$ cat config.mk
export PLATFORM = sky130hd
export DESIGN_NAME = bitonic_sched
export DESIGN_NICKNAME = d
export VERILOG_FILES = /design/src/rtl/bitonic_sched.sv
export SDC_FILE = /design/constraint.sdc
export NUM_CORES = 1
export LEC_CHECK = 0
export ABC_CLOCK_PERIOD_IN_PS = 5670
export CAP_MARGIN = 10
export CELL_PAD_IN_SITES_DETAIL_PLACEMENT = 1
export CELL_PAD_IN_SITES_GLOBAL_PLACEMENT = 1
export CORE_MARGIN = 2
export CORE_UTILIZATION = 30
export DETAILED_ROUTE_END_ITERATION = 6
export PLACE_DENSITY_LB_ADDON = 0.3
export REMOVE_ABC_BUFFERS = 1
export SLEW_MARGIN = 5
export SYNTH_ARGS = -nofsm -noshare
export SYNTH_HDL_FRONTEND = slang
export SYNTH_SLANG_ARGS = --single-unit
$ cat constraint.sdc
create_clock -name CLK -period 5.67 [get_ports CLK]
set_input_delay 0.8505 -clock CLK [delete_from_list [all_inputs] [get_ports CLK]]
set_output_delay 0.8505 -clock CLK [all_outputs]
set_load 0.02 [all_outputs]
$ cat src/rtl/bitonic_sched.sv
`timescale 1ns/1ps
// bitonic_sched: loads N = 2**N_LOG2 elements, sorts them in place with a
// bitonic network that is time-multiplexed onto a single compare-and-swap
// unit (one pair per clock), then streams the sorted buffer out.
//
// Ports
//   CLK, RST_N            clock, asynchronous active-low reset
//   IN_DATA/IN_VALID      element input; IN_READY high only while loading
//   OUT_DATA/OUT_VALID    sorted element output, valid only while draining
//   OUT_READY             downstream accepts OUT_DATA this cycle
//   BUSY                  high while sorting or draining
module bitonic_sched #(
    parameter int DATA_WIDTH = 16,
    parameter int N_LOG2     = 3,
    parameter int POLARITY   = 0,
    parameter int SIGNED     = 0
) (
    input  logic                  CLK,
    input  logic                  RST_N,
    input  logic [DATA_WIDTH-1:0] IN_DATA,
    input  logic                  IN_VALID,
    output logic                  IN_READY,
    output logic [DATA_WIDTH-1:0] OUT_DATA,
    output logic                  OUT_VALID,
    input  logic                  OUT_READY,
    output logic                  BUSY
);
    localparam int N  = 1 << N_LOG2;
    localparam int PW = (N_LOG2 > 1) ? N_LOG2 - 1 : 1;
    localparam int CW = N_LOG2 + 1;
    localparam int KW = 3;  // holds stage index up to 6

    localparam logic [PW-1:0] P_LAST   = PW'(N / 2 - 1);
    localparam logic [KW-1:0] K_LAST   = KW'(N_LOG2);
    localparam logic [CW-1:0] CNT_LAST = CW'(N - 1);
    localparam logic          POL_BIT  = (POLARITY != 0);

    typedef enum logic [1:0] {LOAD, SORT, DRAIN} state_t;

    state_t                 state;
    logic [CW-1:0]          load_cnt, out_cnt;
    logic [KW-1:0]          k, j;
    logic [PW-1:0]          p;
    logic [DATA_WIDTH-1:0]  mem [N];

    // Pair selection: i is p with a zero spliced in at bit j, m is its partner.
    logic [N_LOG2-1:0]      p_ext, lo_mask, idx_i, idx_m;
    logic [N_LOG2:0]        i_sh;
    logic                   desc;
    logic [DATA_WIDTH-1:0]  op_a, op_b;
    logic                   a_gt_b, a_lt_b, swap;

    always_comb begin
        p_ext   = N_LOG2'(p);
        lo_mask = ~({N_LOG2{1'b1}} << j);
        idx_i   = ((p_ext & ~lo_mask) << 1) | (p_ext & lo_mask);
        idx_m   = idx_i | (N_LOG2'(1) << j);
        // Bit k of i picks the direction; at the last stage k == N_LOG2 the
        // bit is always 0, so the whole buffer ends in the base order.
        i_sh    = {1'b0, idx_i} >> k;
        desc    = i_sh[0] ^ POL_BIT;
        op_a    = mem[idx_i];
        op_b    = mem[idx_m];
        if (SIGNED != 0) begin
            a_gt_b = $signed(op_a) > $signed(op_b);
            a_lt_b = $signed(op_a) < $signed(op_b);
        end else begin
            a_gt_b = op_a > op_b;
            a_lt_b = op_a < op_b;
        end
        // Strict compares: equal operands never swap.
        swap    = desc ? a_lt_b : a_gt_b;
    end

    always_ff @(posedge CLK or negedge RST_N) begin
        if (!RST_N) begin
            state    <= LOAD;
            load_cnt <= '0;
            out_cnt  <= '0;
            k        <= '0;
            j        <= '0;
            p        <= '0;
            for (int e = 0; e < N; e++) mem[e] <= '0;
        end else begin
            case (state)
                LOAD: begin
                    if (IN_VALID) begin
                        mem[load_cnt[N_LOG2-1:0]] <= IN_DATA;
                        if (load_cnt == CNT_LAST) begin
                            load_cnt <= '0;
                            state    <= SORT;
                            k        <= KW'(1);
                            j        <= '0;
                            p        <= '0;
                        end else begin
                            load_cnt <= load_cnt + 1'b1;
                        end
                    end
                end
                SORT: begin
                    if (swap) begin
                        mem[idx_i] <= op_b;
                        mem[idx_m] <= op_a;
                    end
                    // p innermost, then j counts down, then k counts up.
                    if (p == P_LAST) begin
                        p <= '0;
                        if (j == '0) begin
                            if (k == K_LAST) begin
                                state <= DRAIN;
                                k     <= '0;
                            end else begin
                                k <= k + 1'b1;
                                j <= k;  // new stage starts at j = (k+1)-1
                            end
                        end else begin
                            j <= j - 1'b1;
                        end
                    end else begin
                        p <= p + 1'b1;
                    end
                end
                DRAIN: begin
                    if (OUT_READY) begin
                        if (out_cnt == CNT_LAST) begin
                            out_cnt <= '0;
                            state   <= LOAD;
                        end else begin
                            out_cnt <= out_cnt + 1'b1;
                        end
                    end
                end
                default: state <= LOAD;
            endcase
        end
    end

    // Outputs are pure decodes of registered state, so they hold steady
    // whenever the buffer and out_cnt hold.
    assign IN_READY  = (state == LOAD);
    assign OUT_VALID = (state == DRAIN);
    assign BUSY      = (state != LOAD);
    assign OUT_DATA  = (state == DRAIN) ? mem[out_cnt[N_LOG2-1:0]] : '0;

endmodule

==> impl_metrics.env, run 1 <==
export IMPL_antenna_found_initial=0
export IMPL_track_usage_pct=27.67
export IMPL_fin_util_pct=35.53
export IMPL_cts_inserted_buffers=17
export IMPL_dp_cells=1794
export IMPL_cts_hold_buf=0
export IMPL_avgSynthCellArea_um2=9.305
export IMPL_cts_resized=0
export IMPL_fin_crit_sh_pct=95.05
export IMPL_syn_area_um2=11770
export IMPL_cts_setup_buffers=0
export IMPL_final_instance_count_excl_fill=1827
export IMPL_yosysSeqAreaShare_pct=31.04
export IMPL_cts_tree="built"
export IMPL_syn_inst=1265
export IMPL_worstReg2RegStart="j[1]"
export IMPL_clock_fmax_mhz=185.6
export IMPL_synth_main_ff_cell="dfrtp_1"
export IMPL_yosys_warnings=0
export IMPL_fin_ws_ns=0.2808
export IMPL_power_per_cell_area_nw_per_um2=594.7
export IMPL_synth_cell_type_count=68
export IMPL_grt_pass1_wl_um=82970
export IMPL_nets=1340
export IMPL_vias=11750
export IMPL_dp_final_hpwl_um=36840
export IMPL_die_height_um=202.1
export IMPL_drive_above_1_share_pct=20.11
export IMPL_critPathKind="reg -> reg"
export IMPL_reg2regPathDepth=15
export IMPL_clockBufferDepth=2
export IMPL_finalPower_mw=8.166
export IMPL_finalHoldViolations=0
export IMPL_rsz0062_at_grt="false"
export IMPL_cts_root_buf="clkbuf_16"
export IMPL_drc=0
export IMPL_p_leak_nw=5.602
export IMPL_cp_required_ns=6.01
export IMPL_gp_congestion=0.9321
export IMPL_mostFrequentLayoutCell="nand2_1"
export IMPL_final_cell_mix="nand2_1, dfrtp_1, o221ai_1"
export IMPL_arrival_ns=5.73
export IMPL_grt_pass1_vias=12120
export IMPL_worstPathMaxFanout=16
export IMPL_dieArea_um2=40840
export IMPL_die_w_um=202.1
export IMPL_io_buffers=38
export IMPL_drtIter0Drc=1101
export IMPL_area_growth_syn_to_layout_pct=16.66
export IMPL_start_kind="flip-flop"
export IMPL_grt_start_max_net_pins=54
export IMPL_endpoint_kind="flip-flop"
export IMPL_min_path_type="in -> async"
export IMPL_outcome="completed"
export IMPL_r2r_slack_ns=0.28
export IMPL_fillCellCount=4418
export IMPL_gr_total_overflow=0
export IMPL_firstDrtPassIters=5
export IMPL_cts_sinks=146
export IMPL_finalSetupViolations=0
export IMPL_cts_max_level=4
export IMPL_vias_per_cell=6.430
export IMPL_clk_insertion_delay_late_ns=0.45
export IMPL_tns_ns=0
export IMPL_skew_ns=0.01569
export IMPL_routed_wl_um=56120
export IMPL_worstMarginPinSlew_ns=1.271
export IMPL_drtAntennaViolNets=0
export IMPL_maxCapViolCount=0
export IMPL_max_slew_margin_rel_pct=15.28
export IMPL_synth_edf_count=0
export IMPL_finalCriticalPeriod_ns=5.389
export IMPL_num_rows=72
export IMPL_place_ws_ns=0.1212
export IMPL_ir_worst_vdd_v=0.0002238
export IMPL_startpoint="j[1]"
export IMPL_io_pins=39
export IMPL_start_util_pct=30.46
export IMPL_avgRoutedWirePerCell_um=30.72
export IMPL_clk_pin_slew_worst_paths_ns=0.07
export IMPL_synth_seq_cells=146
export IMPL_core_area_um2=38650
export IMPL_ys_async_sr_fraction_pct=100.0
export IMPL_finalMaxSlewViolations=0
==> state kept, by name, indices dropped and copies added (netlist names) <==
name,flops
k,3
mem,128
out_cnt,4
state,2
p,2
j,3
load_cnt,4
==> final cells by class <==
| type | count | area (µm²) | share of cell area [%] |
|---|---|---|---|
| Antenna cell | 1 | 2.502 | 0.01822 |
| Inverter | 25 | 93.84 | 0.6834 |
| Timing Repair Buffer | 132 | 1150 | 8.374 |
| Clock inverter | 13 | 158.9 | 1.157 |
| Sequential cell | 146 | 3657 | 26.63 |
| Clock buffer | 19 | 442.9 | 3.226 |
| Multi-Input combinational cell | 973 | 7579 | 55.19 |
| Tap cell | 518 | 648.1 | 4.720 |
==> worst max-delay path, stage by stage, from the launching register on <==
cell and delay (ns):
dfrtp_1 0.47, inv_1 0.13, ha_1 0.30, nor2b_4 0.19, nor2_4 0.21, buf_12 0.22, mux4_2 0.53, o221ai_1 0.57
ha_1 0.38, a21oi_1 0.25, a2111oi_0 0.18, or3_4 0.49, and3_1 0.29, o31ai_4 0.24, buf_4 0.43, mux2_2 0.39
==> path summary, 6_finish.rpt <==
check                               to
min in group CLK           load_cnt[3]
hold / removal                 mem[30]
setup reg to reg               mem[35]
max in group asynchronous      mem[38]
setup / recovery               mem[35]
hold reg to reg            load_cnt[3]
==> Yosys cell counts, drive strengths merged, types with 38 or more instances <==
library cell    n  area share (%)
clkbuf         74             2.4
a21oi          54             2.3
mux4           54              10
mux2i          38             3.3
mux2          103              10
nand2         188             6.0
o221ai         95             7.1
dfrtp         146              31
o21ai          40             1.7
nand3          91             3.9
nor2           79             2.7
buf            47             2.4
==> report_power, final <==
group	total [mW]	internal (mW)	switching [mW]
Combinational	4.99	1.94	3.05
Clock	1.23	0.704	0.522
Sequential	1.96	1.38	0.573
Total	8.17	4.02	4.14
==> per-layer routing <==
metal / wire [µm] / GRT usage [%] / share of wire [%]
met5: 0 / 0 / 0
met4: 2661 / 13.47 / 4.7
met3: 4517 / 5.950 / 8.0
met2: 25680 / 43.31 / 46
met1: 23270 / 36.26 / 41
==> logic make-up after synthesis <==
family | synth area share [%]
AO/OA/AOI/OAI | 20.12
XOR/XNOR | 0.1488
adder cells (fa/ha/maj) | 2.657
buffers and inverters | 5.538
flip-flops | 31.04
multiplexers | 23.84
AND/OR/NAND/NOR | 16.66
==> metrics by stage <==
| step | hold WS, ns | area (µm²) |
|---|---|---|
| finish | 0.3586 | 13730 |
| global route | 0.3899 | 13730 |
| CTS | 0.3761 | 13700 |
| detailed placement | 0.4981 | 13100 |
| global placement | 0.4846 | 13100 |
| floorplan | 0.4736 | 11210 |
No activity file was read; power rests on OpenSTA's default activity.
==> inputs of run 2 (changes only) <==
--- a/config.mk
+++ b/config.mk
@@ -10,5 +10,4 @@
 export CELL_PAD_IN_SITES_DETAIL_PLACEMENT = 1
 export CELL_PAD_IN_SITES_GLOBAL_PLACEMENT = 1
-export CORE_MARGIN = 2
 export CORE_UTILIZATION = 30
 export DETAILED_ROUTE_END_ITERATION = 6
==> constraint.sdc (replaced) <==
create_clock -name CLK -period 5.67 [get_ports CLK]
set_input_delay 1.134 -clock CLK [delete_from_list [all_inputs] [get_ports CLK]]
set_output_delay 1.134 -clock CLK [all_outputs]
set_load 0.02 [all_outputs]
==> run 2 against run 1 <==
Net effect: register-to-register slack lost 0.06 ns; worst setup slack worse by 0.059 ns; die area is 2.0% lower; combinational power down 1%; via count barely moved; core utilization up 0.061 points; final cell count decreased by 0.11%; hold slack better by 0.16 ns; largest power group unchanged; critical endpoint is now mem[81]; clock skew hardly changed; highest routed layer unchanged; global-route usage grew 1.5 points; largest cell class unchanged; non-clock buffer count is the same; routed wire length increased by 0.10%.
==> impl_metrics.env, run 2 (synthesis results as in run 1) <==
export IMPL_track_usage_pct=29.19
export IMPL_cp_num_cells=16
export IMPL_regMostFlops="mem"
export IMPL_reg_top3="mem x128, load_cnt x4, out_cnt x4"
export IMPL_fin_ws_ns=0.2220
export IMPL_endpoint_kind="flip-flop"
export IMPL_grt_pass1_vias=12020
export IMPL_maxCapViolCount=0
export IMPL_place_ws_ns=0.1937
export IMPL_cts_tree="built"
export IMPL_crit_family="compound AO/OA/AOI/OAI gates"
export IMPL_critPathKind="reg -> reg"
export IMPL_firstDrtPassIters=5
export IMPL_die_w_um=200.1
export IMPL_finalHoldViolations=0
export IMPL_finalSetupViolations=0
export IMPL_mostFrequentLayoutCell="nand2_1"
export IMPL_vias=11760
export IMPL_diodes=0
export IMPL_worstPathCellList="inv_1 -> ha_1 -> nand2b_1 -> nand2_1 -> buf_12 -> mux4_2 -> o211ai_1 -> ha_1 -> nand4_1 -> a2111oi_0 -> or3_1 -> buf_4 -> a31o_2 -> a22o_1 -> buf_4 -> mux2_2"
export IMPL_area_growth_syn_to_layout_pct=16.86
export IMPL_rsz0062_at_grt="false"
export IMPL_gp_congestion=0.9369
export IMPL_r2r_slack_ns=0.22
export IMPL_power_per_cell_area_nw_per_um2=601.7
export IMPL_drtIter0Drc=1221
export IMPL_worst_path_buf_inv=4
export IMPL_vias_per_cell=6.441
export IMPL_grt_start_max_net_pins=75
export IMPL_worstMarginPinSlew_ns=1.327
export IMPL_worstPathMaxFanout=18
export IMPL_final_cell_mix="nand2_1, dfrtp_1, o221ai_1"
export IMPL_start_kind="flip-flop"
export IMPL_cts_max_level=4
export IMPL_p_leak_nw=5.618
export IMPL_clockBufferDepth=2
export IMPL_cts_inserted_buffers=17
export IMPL_io_buffers=38
export IMPL_worstReg2RegStart="j[1]"
export IMPL_clk_insertion_delay_late_ns=0.47
export IMPL_critical_path_endpoint="mem[81]"
export IMPL_finalMaxSlewViolations=0
export IMPL_cp_required_ns=6.02
export IMPL_cp_slowest_stage_delay_ns=0.60
export IMPL_largest_reg_flops=128
export IMPL_dp_final_hpwl_um=36730
export IMPL_arrival_ns=5.80
export IMPL_die_height_um=200.1
export IMPL_ir_worst_vdd_v=0.0002026
export IMPL_io_pins=39
export IMPL_antenna_found_initial=0
export IMPL_reg2regPathDepth=16
export IMPL_grt_pass1_wl_um=83180
export IMPL_skew_ns=0.01529
export IMPL_dieArea_um2=40030
export IMPL_cts_root_buf="clkbuf_16"
export IMPL_clock_fmax_mhz=183.6
export IMPL_num_rows=72
export IMPL_avgRoutedWirePerCell_um=30.78
export IMPL_finalCriticalPeriod_ns=5.448
export IMPL_fillCellCount=4363
export IMPL_drc=0
export IMPL_cts_sinks=146
export IMPL_drtAntennaViolNets=0
export IMPL_critPathSlowestCell="o211ai_1"
export IMPL_fin_crit_sh_pct=96.08
export IMPL_startpoint="j[1]"
export IMPL_gr_total_overflow=0
export IMPL_clk_pin_slew_worst_paths_ns=0.07
export IMPL_min_path_type="reg -> reg"
export IMPL_cts_hold_buf=0
export IMPL_outcome="completed"
export IMPL_finalPower_mw=8.277
export IMPL_core_area_um2=38650
export IMPL_start_util_pct=30.46
export IMPL_rr_endpoint="mem[81]"
export IMPL_drive_above_1_share_pct=19.66
export IMPL_max_slew_margin_rel_pct=11.33
export IMPL_routed_wl_um=56180
export IMPL_nets=1340
[run 2: changes by cell type in the layout (fill, tap and decap cells not counted), sizes merged]
| cell | previous run | this run |
|---|---|---|
| clkinv | 7 | 3 |
| bufinv | 3 | 6 |
| clkbuf | 19 | 21 |
| clkinvlp | 3 | 2 |
| diode | 1 | 0 |
| inv | 25 | 24 |
[run 2: cell type report]
cell class                 instances  area (µm²)  share of cell area, %
timing repair buffer             132        1137                  8.268
clock inverter                    10       205.2                  1.492
clock buffer                      21       460.4                  3.347
inverter                          25       93.84                 0.6822
sequential                       146        3657                  26.59
tap                              518       648.1                  4.712
multi-input combinational        973        7553                  54.91
[run 2: routing by layer]
layer | track usage, % | share of wire (%) | vias up
met1 | 38.17 | 42 | 6045
met4 | 15.86 | 5.4 | 0
met5 | 0 | 0 | -
met2 | 45.22 | 45 | 643
met3 | 5.880 | 7.8 | 186
li1 | - | - | 4881
[run 2: worst register-to-register path, stage by stage (launching register included)]
cell and delay [ns]:
dfrtp_1 0.46, inv_1 0.16, ha_1 0.33, nand2b_1 0.12, nand2_1 0.15, buf_12 0.19
mux4_2 0.54, o211ai_1 0.60, ha_1 0.31, nand4_1 0.15, a2111oi_0 0.51, or3_1 0.27
buf_4 0.20, a31o_2 0.18, a22o_1 0.55, buf_4 0.28, mux2_2 0.35
[run 2: worst min-delay path by stage]
| stage | start | end | slack, ns | cells past startpoint |
|---|---|---|---|---|
| after global routing | mem[15] | mem[15] | 0.56 | 1 |
| after floorplan | load_cnt[3] | load_cnt[3] | 0.47 | 1 |
| after global placement | load_cnt[3] | load_cnt[3] | 0.49 | 1 |
| after CTS | load_cnt[3] | load_cnt[3] | 0.52 | 1 |
| final | mem[4] | mem[4] | 0.52 | 1 |
| after detailed placement | load_cnt[3] | load_cnt[3] | 0.51 | 1 |
[run 2: power breakdown]
group / internal (mW) / switching (mW) / total (mW)
registers: 1.38 / 0.602 / 1.98
clock network: 0.845 / 0.507 / 1.35
logic: 1.94 / 3.00 / 4.94
total: 4.17 / 4.11 / 8.28
[run 2: metrics by stage]
step	hold WS (ns)	cell area, µm²	std cells	utilization, %	TNS (ns)
final	0.5229	13760	1825	35.59	0
after global routing	0.5588	13760	1825	35.59	0
after CTS	0.5219	13760	1825	35.59	0
after detailed placement	0.5071	13090	1794	33.87	0
after global placement	0.4852	13090	1794	33.87	0
after floorplan	0.4736	11210	1144	-	-155.27
[run 2: timing repair]
action                                  4_1_cts  5_1_grt
endpoints found under the hold margin         0        0
resized for setup                             0        1
buffers inserted                              0        0
endpoints found under the setup margin        0       54
==> inputs of run 3 (changes only) <==
- CTS_CLUSTER_SIZE: unset -> 24
- GPL_TIMING_DRIVEN: unset -> 0
==> run 3 against run 2 <==
Net effect: register-to-register slack worse by 0.02 ns; final area hardly changed; core utilization hardly changed; via count is 2.7% lower; critical path type unchanged; sequential share of layout area hardly changed.
==> impl_metrics.env, run 3 (synthesis results as in run 1) <==
export IMPL_outcome="completed"
export IMPL_vias=11430
export IMPL_start_kind="flip-flop"
export IMPL_nets=1298
export IMPL_dieArea_um2=40030
export IMPL_largest_reg_flops=128
export IMPL_min_delay_path_depth=1
export IMPL_endpoint_kind="flip-flop"
export IMPL_regMostFlops="mem"
export IMPL_io_buffers=38
export IMPL_ir_worst_vdd_v=0.0002064
export IMPL_min_path_type="reg -> reg"
export IMPL_reg_top3="mem x128, load_cnt x4, out_cnt x4"
export IMPL_core_area_um2=38650
export IMPL_gr_total_overflow=0
export IMPL_area_growth_syn_to_layout_pct=16.89
export IMPL_top_layer="met4"
export IMPL_gp_congestion=0.8453
export IMPL_startpoint="j[1]"
export IMPL_grt_pass1_wl_um=79720
export IMPL_reg2regPathDepth=19
export IMPL_cp_required_ns=6.01
export IMPL_cts_tree="built"
export IMPL_io_pins=39
export IMPL_maxCapViolCount=0
export IMPL_wl_met3_um=4086
export IMPL_clk_insertion_delay_late_ns=0.46
export IMPL_avgRoutedWirePerCell_um=29.78
export IMPL_finalSetupViolations=0
export IMPL_clk_pin_slew_worst_paths_ns=0.07
export IMPL_vias_per_cell=6.412
export IMPL_die_w_um=200.1
export IMPL_drtIter0Drc=1113
export IMPL_track_usage_pct=27.64
export IMPL_drive_above_1_share_pct=19.60
export IMPL_dr_wl_met2_um=24540
export IMPL_cts_inserted_buffers=17
export IMPL_fin_crit_sh_pct=96.41
export IMPL_finalHoldViolations=0
export IMPL_worstMarginPinSlew_ns=1.309
export IMPL_finalCriticalPeriod_ns=5.466
export IMPL_antenna_found_initial=0
export IMPL_hold_slack_ns=0.5099
export IMPL_clock_fmax_mhz=182.9
export IMPL_rsz0062_at_grt="false"
export IMPL_max_slew_margin_rel_pct=12.48
export IMPL_worstReg2RegStart="j[1]"
export IMPL_min_to="load_cnt[3]"
export IMPL_r2r_slack_ns=0.20
export IMPL_arrival_ns=5.81
export IMPL_mostFrequentLayoutCell="nand2_1"
export IMPL_final_cell_mix="nand2_1, dfrtp_1, nand3_1"
export IMPL_hp_start="load_cnt[3]"
export IMPL_power_per_cell_area_nw_per_um2=590.0
export IMPL_p_leak_nw=5.479
export IMPL_start_util_pct=30.46
export IMPL_worstPathMaxFanout=24
export IMPL_num_rows=72
export IMPL_drc=0
export IMPL_firstDrtPassIters=6
export IMPL_routed_wl_um=53100
export IMPL_rr_endpoint="mem[122]"
export IMPL_cts_root_buf="clkbuf_16"
export IMPL_critPathKind="reg -> reg"
export IMPL_fin_util_pct=35.60
export IMPL_grt_start_max_net_pins=93
export IMPL_dp_cells=1728
export IMPL_die_height_um=200.1
export IMPL_cts_max_level=4
export IMPL_clockBufferDepth=2
export IMPL_skew_ns=0.01216
export IMPL_diodes=0
export IMPL_finalMaxSlewViolations=0
export IMPL_grt_pass1_vias=11910
export IMPL_dp_final_hpwl_um=32870
export IMPL_cts_sinks=146
export IMPL_final_instance_count_excl_fill=1783
export IMPL_wl_met1_um=22060
export IMPL_drtAntennaViolNets=0
run 3: cell types whose count changed in the layout (fill, tap and decap cells not counted), moves of 4 or more:
| cell | change |
|---|---|
| mux2i_2 | +4 |
| nor3_1 | -4 |
| o221ai_1 | -5 |
| buf_2 | +5 |
| o221ai_2 | +4 |
| buf_8 | +6 |
| buf_4 | -64 |
| mux2i_1 | -5 |
run 3: area by class of cell:
type | count | area (µm²)
Inverter | 25 | 101.3
Clock inverter | 9 | 152.6
Sequential cell | 146 | 3664
Tap cell | 518 | 648.1
Fill cell | 4393 | 24890
Multi-Input combinational cell | 975 | 7761
Clock buffer | 22 | 484.2
Timing Repair Buffer | 88 | 948.4
run 3: critical path: stages, from the launching register on:
cell and delay, ns:
dfrtp_2 0.44, inv_1 0.15, ha_4 0.24, nor2b_4 0.16, buf_12 0.20, nor2_4 0.16
buf_12 0.22, mux4_2 0.57, o221ai_4 0.31, ha_1 0.34, a21oi_1 0.25, o21a_1 0.21
o311ai_0 0.15, or3_4 0.45, and3_1 0.29, a222oi_1 0.25, buf_4 0.18, buf_2 0.20
buf_2 0.22, mux2_4 0.31
run 3: how the worst max path moves through the flow:
stage	end	slack (ns)	cells after the start
finish	mem[122]	0.20	19
global route	mem[122]	0.003	19
CTS	mem[122]	0.009	19
detailed placement	mem[8]	-2.23	16
global placement	mem[126]	-8.81	16
floorplan	mem[112]	-2.37	14
run 3: what timing repair did:
action                                 4_1_cts  5_1_grt
resized for setup                           35        9
hold buffers                                 0        0
pin swaps                                   11        1
setup endpoints to repair                  128      105
endpoints found under the hold margin        0        0
cloned                                       2        0
setup buffers                               19        3
run 3: per-layer routing:
metal	vias up	GRT usage [%]
met4	0	14.59
met3	163	5.914
met1	5880	35.63
met5	-	0
li1	4816	-
met2	573	43.36
run 3: stage by stage:
stage / worst slack, ns / setup TNS [ns] / power, mW / area [µm²]
3_5_place_dp: -2.234 / -209.40 / 6.441 / 12730
3_3_place_gp: -8.815 / -1322.97 / 6.183 / 12240
4_1_cts: 0.008787 / 0 / 7.988 / 13680
2_1_floorplan: -2.372 / -155.27 / 4.602 / 11210
6_report: 0.2038 / 0 / 8.119 / 13760
5_1_grt: 0.003028 / 0 / 8.529 / 13760
run 3: where the power goes:
| group | total, mW | leakage, nW | internal (mW) | switching, mW |
|---|---|---|---|---|
| combinational | 4.85 | 3.26 | 1.91 | 2.93 |
| sequential | 1.98 | 1.91 | 1.38 | 0.597 |
| clock | 1.29 | 0.304 | 0.780 | 0.511 |
| total | 8.12 | 5.48 | 4.08 | 4.04 |
